<file path="config.mk">
export PLATFORM = sky130hd
export DESIGN_NAME = xor_arbiter
export DESIGN_NICKNAME = d
export VERILOG_FILES = /design/src/rtl/xor_arbiter.sv
export SDC_FILE = /design/constraint.sdc
export NUM_CORES = 1
export LEC_CHECK = 0
export ABC_CLOCK_PERIOD_IN_PS = 3300
export CAP_MARGIN = 5
export CORE_ASPECT_RATIO = 1.75
export CORE_MARGIN = 2
export CORE_UTILIZATION = 40
export CTS_BUF_LIST = sky130_fd_sc_hd__clkbuf_8
export CTS_CLUSTER_DIAMETER = 60
export DETAILED_ROUTE_END_ITERATION = 8
export PLACE_DENSITY = 0.95
export SLEW_MARGIN = 25
export SYNTH_ARGS = -nofsm -noshare
export SYNTH_HDL_FRONTEND = slang
export SYNTH_SLANG_ARGS = --single-unit
</file>
<file path="constraint.sdc">
create_clock -name clk -period 3.3 [get_ports clk]
set_input_delay 0.825 -clock clk [delete_from_list [all_inputs] [get_ports clk]]
set_output_delay 0.825 -clock clk [all_outputs]
set_load 0.01 [all_outputs]
</file>
<file path="src/rtl/xor_arbiter.sv">
// Two-requester round-robin arbiter sharing one registered WIDTH-bit XOR datapath.
// One-deep result slot with back-to-back refill and a consumed-result counter.
module xor_arbiter #(
  parameter int unsigned WIDTH = 32,
  parameter int unsigned CNT_W = 16
) (
  input  logic             clk,
  input  logic             rst_n,
  input  logic             a_valid,
  output logic             a_ready,
  input  logic [WIDTH-1:0] a_op1,
  input  logic [WIDTH-1:0] a_op2,
  input  logic             b_valid,
  output logic             b_ready,
  input  logic [WIDTH-1:0] b_op1,
  input  logic [WIDTH-1:0] b_op2,
  output logic             res_valid,
  input  logic             res_ready,
  output logic [WIDTH-1:0] res_data,
  output logic             res_id,
  output logic [CNT_W-1:0] op_count
);

  typedef enum logic {IDLE, FULL} state_t;

  state_t           state;
  logic             last_b;
  logic             can_accept;
  logic             accept;
  logic             res_xfer;
  logic [WIDTH-1:0] op1;
  logic [WIDTH-1:0] op2;

  // Grants depend only on valids, slot state, res_ready and the pointer, never on operands.
  always_comb begin
    can_accept = rst_n && ((state == IDLE) || res_ready);
    a_ready    = can_accept && a_valid && (!b_valid || last_b);
    b_ready    = can_accept && b_valid && (!a_valid || !last_b);
    accept     = a_ready || b_ready;
    res_xfer   = res_valid && res_ready;
    op1        = b_ready ? b_op1 : a_op1;
    op2        = b_ready ? b_op2 : a_op2;
  end

  always_ff @(posedge clk) begin
    if (!rst_n) begin
      state     <= IDLE;
      res_valid <= 1'b0;
      res_data  <= '0;
      res_id    <= 1'b0;
      op_count  <= '0;
      last_b    <= 1'b1;
    end else begin
      if (res_xfer)
        op_count <= op_count + {{(CNT_W-1){1'b0}}, 1'b1};
      case (state)
        IDLE: begin
          if (accept) begin
            state     <= FULL;
            res_valid <= 1'b1;
          end
        end
        FULL: begin
          if (res_xfer && !accept) begin
            state     <= IDLE;
            res_valid <= 1'b0;
          end
        end
        default: begin
          state     <= IDLE;
          res_valid <= 1'b0;
        end
      endcase
      if (accept) begin
        res_data <= op1 ^ op2;
        res_id   <= b_ready;
        last_b   <= b_ready;
      end
    end
  end

endmodule
</file>
==> impl_metrics.py <==
metrics = {
    "status": {
        "outcome": "finished clean",
    },
    "yosys": {
        "synth.mux.area_fraction": 0.01412,
        "syn-instance-count": 312,
        "synth_area_um2": 2835,
        "post_synth_and_or_nand_nor_area_fraction": 0.1584,
        "synth.ff_latch_count": 52,
        "seq_area_frac_synth": 0.3672,
        "synth_enable_flop_cells": 0,
        "synth_top_flop_cell": "sky130_fd_sc_hd__dfxtp_1",
        "syn_nets": 446,
        "yosys_warnings": 0,
        "synth_top_family_by_area": "XOR/XNOR gates",
        "asyncSetResetFlopFracSynth": 0,
        "post_synth_xor_xnor_area": 0.2286,
        "synth_compound_gate_area_share": 0.1884,
        "synthDistinctLibCells": 36,
        "yosys.area_share.adder": 0.004413,
        "avgSynthCellArea_um2": 9.087,
    },
    "final_layout": {
        "mostFrequentLayoutCells": "184 x sky130_fd_sc_hd__clkdlybuf4s50_1, 70 x sky130_fd_sc_hd__xnor2_1, 52 x sky130_fd_sc_hd__dfxtp_1",
        "synthToLayoutAreaGrowth_pct": 71.93,
        "mostFrequentLayoutCell": "sky130_fd_sc_hd__clkdlybuf4s50_1",
        "layout-drive-gt1-share": 0.05040,
        "antennaDiodeCount": 0,
        "nets": 629,
        "layout.cell_area.non_filler_um2": 4875,
    },
    "floorplan": {
        "placement_rows": 40,
        "design.core.area_um2": 6857,
        "fp.dieW_um": 67.64,
        "die_area_um2": 7804,
        "die_h_um": 115.4,
        "pin_count": 185,
        "initial_core_util": 0.4135,
    },
    "power_and_ir_drop": {
        "worst_ir_drop_vdd_mv": 0.2830,
        "power_density_nw_per_um2": 321.5,
        "sw_frac_of_total": 0.2465,
        "power_frac_clock": 0.272,
        "cellInternalPower_mw": 1.181,
        "finalPower_mw": 1.567,
        "p_switching_mw": 0.3863,
        "share_seq_of_total_power": 0.435,
        "combinationalPowerShare": 0.292,
        "p_leak_nw": 1.700,
    },
    "grt": {
        "globalRouteOverflowTotal": 0,
        "antenna_found_initial": 0,
        "first_global_vias": 2867,
        "grt_max_degree": 35,
        "global_route_wire_length_before_repair_um": 13350,
        "grt.total_usage": 0.2222,
    },
    "detailed_routing": {
        "drtAntennaViolNets": 0,
        "routed-via-count": 2867,
        "total_length_of_routed_wires_um": 8879,
        "viasPerCell": 4.943,
        "detailedRoute.firstPassIterationCount": 5,
        "avgRoutedWirePerCell_um": 15.31,
        "dr.first_iter.drc_count": 131,
        "route.detailed.drc": 0,
    },
    "clock_network": {
        "cts_tree": "yes",
        "postCtsResizedCells": 0,
        "worst_setup_hold_path_clk_slew_ns": 0.09,
        "cts_root_buffer": "sky130_fd_sc_hd__clkbuf_8",
        "cts_buffers": 5,
        "worstSkewPairLatency_ns": 0.29,
        "cts.sinks": 52,
        "postCtsSetupBuffers": 0,
        "post_cts_hold_buffer_count": 0,
        "clk_path_buf_depth": 2,
        "cts_htree_levels": 2,
    },
    "sta": {
        "period_share": 0.9233,
        "max_slew.worst_pin.slew_ns": 0.4560,
        "finalClockSkew_ns": 0.003918,
        "finalHoldViolCount": 0,
        "max_clock_freq_mhz": 328.2,
        "setup_tns_ns": 0,
        "finalSetupViolations": 0,
        "rsz0062_at_grt": "no",
        "timing_max_transition_violations_final": 0,
        "maxSlewHeadroom": 0.6941,
        "fin_worst_hold_slack_ns": 0.4556,
        "period_minus_slack_ns": 3.047,
    },
    "setup_path": {
        "cp_data_required_time_ns": 2.47,
        "crit_type": "input port to primary output",
        "critical_path_peak_fanout": 3,
        "startpoint_type": "input port",
        "crit_arrival_ns": 2.22,
        "end_kind": "primary output",
    },
    "placement": {
        "dp_hpwl_um": 7320,
        "io_buf_count": 184,
        "placement.cell_area_um2": 4763,
        "gp_congestion": 0.8291,
    },
    "hold_path": {
        "hold_path.class": "flip-flop to flip-flop",
    },
    "flow_run": {
        "maxCapViolations": 0,
    },
}
per-layer routing:
metal / up-vias / GRT usage / routed length (µm)
li1: 1425 / - / -
met1: 1318 / 0.2187 / 3018
met2: 102 / 0.4340 / 5018
met3: 22 / 0.03816 / 560
met4: 0 / 0.08844 / 282
met5: - / 0 / 0
synthesized netlist by cell type (4+ instances only):
cell type / instances / area (µm²)
sky130_fd_sc_hd__mux2i_1: 4 / 40.04
sky130_fd_sc_hd__nor2_1: 12 / 45.04
sky130_fd_sc_hd__buf_2: 4 / 20.02
sky130_fd_sc_hd__xnor2_1: 70 / 613.1
sky130_fd_sc_hd__a21boi_1: 11 / 82.58
sky130_fd_sc_hd__o22a_1: 32 / 280.3
sky130_fd_sc_hd__clkbuf_1: 8 / 30.03
sky130_fd_sc_hd__nand3_1: 8 / 40.04
sky130_fd_sc_hd__a21oi_1: 22 / 110.1
sky130_fd_sc_hd__xor2_1: 4 / 35.03
sky130_fd_sc_hd__nand2_1: 47 / 176.4
sky130_fd_sc_hd__dfxtp_1: 52 / 1041
sky130_fd_sc_hd__inv_1: 6 / 22.52
worst paths after layout:
kind,from,to,slack [ns],cells after the start
setup / recovery,res_ready,b_ready,0.25,5
hold / removal,res_data[5]$_SDFFE_PN0P_,res_data[5]$_SDFFE_PN0P_,0.46,2
setup reg to reg,op_count[0]$_SDFFE_PN0P_,op_count[10]$_SDFFE_PN0P_,1.71,5
hold reg to reg,res_data[5]$_SDFFE_PN0P_,res_data[5]$_SDFFE_PN0P_,0.46,2
power by group through the flow:
stage	Sequential [mW]	Combinational (mW)	Clock, mW
4_1_cts	0.682	0.463	0.442
5_1_grt	0.687	0.490	0.463
3_5_place_dp	0.697	0.461	0
3_3_place_gp	0.695	0.449	0
6_report	0.682	0.458	0.427
2_1_floorplan	0.710	0.168	0
layout make-up:
cell class	count	area, µm²
Sequential cell	52	1041
Multi-Input combinational cell	238	1684
Fill cell	512	1982
Clock inverter	3	42.54
Timing Repair Buffer	191	1907
Tap cell	84	105.1
Inverter	7	26.28
Clock buffer	5	68.82
metrics by stage:
step | instances | worst slack (ns) | util
after floorplan | 312 | 1.026 | -
after global placement | 572 | 0.2744 | 0.6947
after detailed placement | 572 | 0.2584 | 0.6947
after CTS | 580 | 0.2564 | 0.7109
after global routing | 580 | 0.2267 | 0.7109
final | 580 | 0.2531 | 0.7109
critical path: stages:
cell and delay, ns:
sky130_fd_sc_hd__clkdlybuf4s50_1 0.48, sky130_fd_sc_hd__nand2b_4 0.15, sky130_fd_sc_hd__nand4_2 0.10, sky130_fd_sc_hd__inv_1 0.07
sky130_fd_sc_hd__clkdlybuf4s50_1 0.59
logic make-up after synthesis:
logic type	Yosys count
and+or+nand+nor	88
AOI/OAI and AO/OA	71
DFF	52
adders and majority gates	1
xor gates and xnor gates	74
muxes	4
buffers and inverters	22
sequential cells by signal (all words and copies together), names as in the netlist:
signal and flops:
op_count 16, state 1, last_b 1, res_id 1, res_valid 1, res_data 32
No activity file was read; power rests on OpenSTA's default activity.
